==> src/rtl/wb_arbiter_rr.sv <==
// N-master to 1-slave Wishbone B3 arbiter, round-robin or fixed priority, registered one-hot grant.
// Grant lands 1 cycle after a request and is held for the owner's whole cyc; one dead cycle follows each release.
module wb_arbiter_rr #(
  parameter int NUM_MASTERS = 3,
  parameter int AW          = 32,
  parameter int DW          = 32,
  parameter int ARB_MODE    = 0,
  parameter int TIMEOUT     = 0
) (
  input  logic                      wb_clk_i,
  input  logic                      wb_rst_n_i,
  input  logic [NUM_MASTERS*AW-1:0] wbm_adr_i,
  input  logic [NUM_MASTERS*DW-1:0] wbm_dat_i,
  input  logic [NUM_MASTERS*(DW/8)-1:0] wbm_sel_i,
  input  logic [NUM_MASTERS-1:0]    wbm_we_i,
  input  logic [NUM_MASTERS-1:0]    wbm_cyc_i,
  input  logic [NUM_MASTERS-1:0]    wbm_stb_i,
  input  logic [NUM_MASTERS*3-1:0]  wbm_cti_i,
  input  logic [NUM_MASTERS*2-1:0]  wbm_bte_i,
  output logic [NUM_MASTERS*DW-1:0] wbm_dat_o,
  output logic [NUM_MASTERS-1:0]    wbm_ack_o,
  output logic [NUM_MASTERS-1:0]    wbm_err_o,
  output logic [NUM_MASTERS-1:0]    wbm_rty_o,
  output logic [AW-1:0]             wbs_adr_o,
  output logic [DW-1:0]             wbs_dat_o,
  output logic [DW/8-1:0]           wbs_sel_o,
  output logic                      wbs_we_o,
  output logic                      wbs_cyc_o,
  output logic                      wbs_stb_o,
  output logic [2:0]                wbs_cti_o,
  output logic [1:0]                wbs_bte_o,
  input  logic [DW-1:0]             wbs_dat_i,
  input  logic                      wbs_ack_i,
  input  logic                      wbs_err_i,
  input  logic                      wbs_rty_i,
  output logic [NUM_MASTERS-1:0]    grant_o
);

  localparam int SW = DW / 8;
  localparam int IW = (NUM_MASTERS > 1) ? $clog2(NUM_MASTERS) : 1;

  typedef enum logic {IDLE = 1'b0, BUSY = 1'b1} state_t;

  state_t                 state_q, state_d;
  logic [NUM_MASTERS-1:0] grant_q, grant_d;
  logic [IW-1:0]          last_q, last_d;
  logic [IW-1:0]          win_idx;
  logic [IW-1:0]          cand_idx;
  logic                   win_found;
  logic                   own_cyc;
  logic                   own_stb;
  logic                   timeout_hit;
  int                     cand;

  // Winner selection; round-robin scans from last+1, wrapping at most once.
  always_comb begin
    win_found = 1'b0;
    win_idx   = '0;
    cand      = 0;
    cand_idx  = '0;
    if (ARB_MODE == 1) begin
      for (int i = NUM_MASTERS - 1; i >= 0; i--) begin
        if (wbm_cyc_i[i]) begin
          win_found = 1'b1;
          win_idx   = IW'(i);
        end
      end
    end else begin
      for (int k = 0; k < NUM_MASTERS; k++) begin
        cand = int'(last_q) + 1 + k;
        if (cand >= NUM_MASTERS) cand = cand - NUM_MASTERS;
        cand_idx = IW'(cand);
        if (!win_found && wbm_cyc_i[cand_idx]) begin
          win_found = 1'b1;
          win_idx   = cand_idx;
        end
      end
    end
  end

  assign own_cyc = |(wbm_cyc_i & grant_q);
  assign own_stb = |(wbm_stb_i & grant_q);

  always_comb begin
    state_d = state_q;
    grant_d = grant_q;
    last_d  = last_q;
    case (state_q)
      IDLE: begin
        if (win_found) begin
          state_d = BUSY;
          grant_d = NUM_MASTERS'(1) << win_idx;
          if (ARB_MODE == 0) last_d = win_idx;
        end
      end
      BUSY: begin
        if (!own_cyc) begin
          state_d = IDLE;
          grant_d = '0;
        end
      end
      default: begin
        state_d = IDLE;
        grant_d = '0;
      end
    endcase
  end

  always_ff @(posedge wb_clk_i or negedge wb_rst_n_i) begin
    if (!wb_rst_n_i) begin
      state_q <= IDLE;
      grant_q <= '0;
      last_q  <= IW'(NUM_MASTERS - 1);
    end else begin
      state_q <= state_d;
      grant_q <= grant_d;
      last_q  <= last_d;
    end
  end

  // AND-OR mux on the one-hot grant: an empty grant (IDLE/reset) yields all zeros.
  always_comb begin
    wbs_adr_o = '0;
    wbs_dat_o = '0;
    wbs_sel_o = '0;
    wbs_we_o  = 1'b0;
    wbs_cti_o = '0;
    wbs_bte_o = '0;
    for (int i = 0; i < NUM_MASTERS; i++) begin
      if (grant_q[i]) begin
        wbs_adr_o = wbm_adr_i[i*AW +: AW];
        wbs_dat_o = wbm_dat_i[i*DW +: DW];
        wbs_sel_o = wbm_sel_i[i*SW +: SW];
        wbs_we_o  = wbm_we_i[i];
        wbs_cti_o = wbm_cti_i[i*3 +: 3];
        wbs_bte_o = wbm_bte_i[i*2 +: 2];
      end
    end
  end

  generate
    if (TIMEOUT > 0) begin : g_wdog
      localparam int CW = $clog2(TIMEOUT + 1);
      logic [CW-1:0] wd_cnt;
      logic          resp;

      assign resp = wbs_ack_i | wbs_err_i | wbs_rty_i;
      // A real response in the same cycle beats the forced err.
      assign timeout_hit = (state_q == BUSY) && own_stb && !resp &&
                           (wd_cnt == CW'(TIMEOUT - 1));

      always_ff @(posedge wb_clk_i or negedge wb_rst_n_i) begin
        if (!wb_rst_n_i) begin
          wd_cnt <= '0;
        end else if ((state_q != BUSY) || resp || timeout_hit) begin
          wd_cnt <= '0;
        end else if (own_stb) begin
          wd_cnt <= wd_cnt + CW'(1);
        end
      end
    end else begin : g_no_wdog
      assign timeout_hit = 1'b0;
    end
  endgenerate

  assign wbs_cyc_o = own_cyc;
  assign wbs_stb_o = own_stb & ~timeout_hit;
  assign wbm_dat_o = {NUM_MASTERS{wbs_dat_i}};
  assign wbm_ack_o = grant_q & {NUM_MASTERS{wbs_ack_i}};
  assign wbm_err_o = grant_q & {NUM_MASTERS{wbs_err_i | timeout_hit}};
  assign wbm_rty_o = grant_q & {NUM_MASTERS{wbs_rty_i}};
  assign grant_o   = grant_q;

endmodule

==> config.mk <==
export PLATFORM = sky130hd
export DESIGN_NAME = wb_arbiter_rr
export DESIGN_NICKNAME = d
export VERILOG_FILES = /design/src/rtl/wb_arbiter_rr.sv
export SDC_FILE = /design/constraint.sdc
export NUM_CORES = 1
export LEC_CHECK = 0
export BUFFER_PORTS_ARGS = -buffer_cell sky130_fd_sc_hd__buf_2
export CORE_AREA = 2 2 175 177
export CTS_CLUSTER_DIAMETER = 30
export CTS_CLUSTER_SIZE = 16
export DETAILED_ROUTE_END_ITERATION = 8
export DIE_AREA = 0 0 177 179
export PLACE_DENSITY = 0.39
export RECOVER_POWER = 50
export SYNTH_ARGS = -nofsm -noshare
export SYNTH_HDL_FRONTEND = slang
export SYNTH_SLANG_ARGS = --single-unit
==> constraint.sdc <==
create_clock -name wb_clk_i -period 5 [get_ports wb_clk_i]
set_input_delay 0.5 -clock wb_clk_i [delete_from_list [all_inputs] [get_ports wb_clk_i]]
set_output_delay 0.5 -clock wb_clk_i [all_outputs]
set_load 0.05 [all_outputs]
==> flow_summary.ini <==
[timing]
finalSetupViolCount = 0
min_period_ps = 2960
drv_slew = 0
rsz0062_at_grt = false
max_clock_freq_mhz = 338
min_period_over_period_pct = 59.2
worstMarginPinSlew_ps = 929
slew_headroom_pct = 38.1
hold_ws_ps = 136
hold_violations = 0
final.setup_skew_ps = 1.28
finalSetupTns_ps = 0

[clock_network]
cts_tree = yes
clock_latency_ps = 230
cts_buffer_depth = 2
clock-sinks = 6
htreeDepth = 1
clk_pin_slew_worst_paths_ps = 30
cts_buffers = 3
post_cts_buffers = 0
cts_resized = 0
cts-root-buf = clkbuf_16
hold_buffers = 0

[pwr]
powerDensity_mw_per_mm2 = 581
p_switching_mw = 1.63
internal-power_mw = 0.687
ir_worst_vdd_mv = 0.225
seqPwrFrac_pct = 6.0
power.leakage_nw = 1.95
p_clk_share_pct = 5.7
swShare_pct = 70.4
combPwrFrac_pct = 88.3

[route]
wl_per_cell_um = 12.1
vias = 3665
vias_per_cell = 3.62
ant_nets = 0
drtIter0Drc = 162
drc = 0
dr.pass1.iters = 6
drt-total-wl_mm = 12.2

[yosys]
ys_seq_area_share_pct = 5.74
synthTopCellsByArea = buf_4, a22oi_1, o21ai_0
synth_seq_cells = 6
avgSynthCellArea_um2 = 6.26
synth_top_area_share_pct = 27.3
syn_nets = 689
async_reset_ff_share_pct = 100
ys_types = 35
synth_edf_count = 0
syn_inst = 421
synth_warnings = 0
netlist_area_mm2 = 0.00264
yosysTopAreaCell = buf_4
synth_most_common_cell = buf_4
synth_common_cells = buf_4, nand2_1, o21ai_0
ys.flop_type = dfrtp_1

[critical_path]
arrival_ps = 2460
slowest_stage = dfrtp_1
slowest_delay_ps = 490
path_max_fanout = 37
cp_data_required_time_ps = 4500
crit_path_end_kind = primary output
cp_cell_sequence = nor2b_4 > buf_4 > a22oi_1 > o21ai_0 > buf_2
startpoint_type = register
r2r_slack_ps = 2820
r2r_end = grant_o[0]$_DFFE_PN0P_
rr_startpoint = last_q[1]$_DFFE_PN1P_
critPathLaunch = grant_o[0]$_DFFE_PN0P_
reg2regPathDepth = 6
criticalPathCategory = reg -> out

[layout]
drive_gt1_share_pct = 54.1
n_fill_cell = 3506
insertedDiodeCount = 0
final_nets = 885
area_growth_pct = 51.4

[global_routing]
grt_overflow = 0
grt_max_degree = 82
antenna_found_initial = 0
grt_pass1_wl_mm = 16.5
grt_use_total_pct = 6.58
grt_pass1_vias = 3075

[floorplan]
pin_count = 449
die_w_um = 177
start_util_pct = 8.78
num_rows = 64
die-area_mm2 = 0.0317
core_mm2 = 0.0300
die_h_um = 179

[status]
status = complete, no violations

[placed_design]
gp_congestion = 0.727
dp_hpwl_mm = 9.86
io_buffers = 320

[hold_path]
hold_class = in -> async

[job]
drv_cap = 0
==> power groups by stage <==
stage | Sequential, mW | Clock, mW | Combinational [mW]
after global routing | 0.152 | 0.141 | 2.19
after global placement | 0.142 | 0 | 2.07
final | 0.140 | 0.132 | 2.05
after CTS | 0.141 | 0.136 | 2.06
after detailed placement | 0.141 | 0 | 2.06
after floorplan | 0.111 | 0 | 1.79
==> cell usage in the layout (no fill, tap or decap) <==
cell,netlist,final
a21oi_1,5,5
a222oi_1,2,2
a22oi_1,73,73
a31o_2,1,1
a32o_1,1,1
a32oi_2,1,1
a41o_1,1,1
a41oi_1,3,3
and2_1,10,10
and3_1,1,1
and4_1,1,1
buf_12,0,1
buf_2,5,319
buf_4,96,3
clkbuf_1,26,2
clkbuf_16,0,3
dfrtp_1,5,3
dfrtp_2,0,1
dfrtp_4,0,1
dfstp_2,1,1
ha_1,3,3
inv_1,6,6
mux2_2,1,1
mux2i_1,1,1
nand2_1,76,76
nand2b_1,4,4
nand3_1,1,1
nand4_1,1,1
nor2_1,3,3
nor2b_1,4,3
nor2b_4,0,1
nor3_1,1,1
o211a_1,1,1
o21ai_0,76,76
o221ai_1,1,1
o22ai_1,2,2
o2bb2ai_1,1,1
or2_0,1,1
==> registers in the layout (all words and copies together), names as in the netlist <==
| register | cells |
|---|---|
| grant_o | 3 |
| last_q | 2 |
| state_q | 1 |
==> per-layer routing <==
metal	GRT usage, %	vias up	wire, um
li1	-	1794	-
met1	7.98	1592	4950
met2	11.0	260	5600
met3	2.42	19	1500
met4	1.52	0	180
met5	0	-	0
==> worst max path at each step <==
stage                         end  slack (ps)  cells past startpoint
finish              wbs_dat_o[13]        2040                      5
global route         wbs_cti_o[2]        1870                      5
CTS                  wbs_cti_o[2]        1970                      5
detailed placement   wbs_cti_o[2]        2200                      5
global placement     wbs_cti_o[2]        2230                      5
floorplan           wbs_adr_o[14]        1900                      5
==> area by class of cell <==
type | count | area, um^2 | area share, %
flip-flops and latches | 6 | 156 | 3.92
repair buffers | 324 | 1640 | 41.1
well taps | 396 | 495 | 12.4
multi-input cells | 276 | 1600 | 40.0
inverters | 6 | 22.5 | 0.564
clock buffers | 4 | 78.8 | 1.97
==> critical path, delay by kind of cell (launching register included) <==
| family | cells | cell delay, ps |
|---|---|---|
| flops | 1 | 490 |
| simple gates | 1 | 460 |
| buf+inv | 2 | 800 |
| compound gates | 2 | 450 |
==> stage by stage <==
step / utilization (%) / setup slack (ps) / cells / area, um^2 / power (mW)
after CTS: 13.3 / 1970 / 1012 / 4000 / 2.34
after detailed placement: 13.0 / 2200 / 1008 / 3920 / 2.20
after global placement: 13.0 / 2230 / 1008 / 3920 / 2.21
after floorplan: - / 1900 / 421 / 2640 / 1.90
final: 13.3 / 2040 / 1012 / 3990 / 2.32
after global routing: 13.3 / 1870 / 1012 / 3990 / 2.49
==> logic make-up (layout without fill, tap and decap cells) <==
kind of cell | after synthesis | count (layout) | synth area share (%)
compound gates | 168 | 168 | 41.1
fa+ha+maj | 3 | 3 | 1.42
simple gates | 103 | 103 | 16.9
mux | 2 | 2 | 0.806
buf+inv | 139 | 334 | 34.0
flops | 6 | 6 | 5.74
Power figures use the tool's default switching activity.
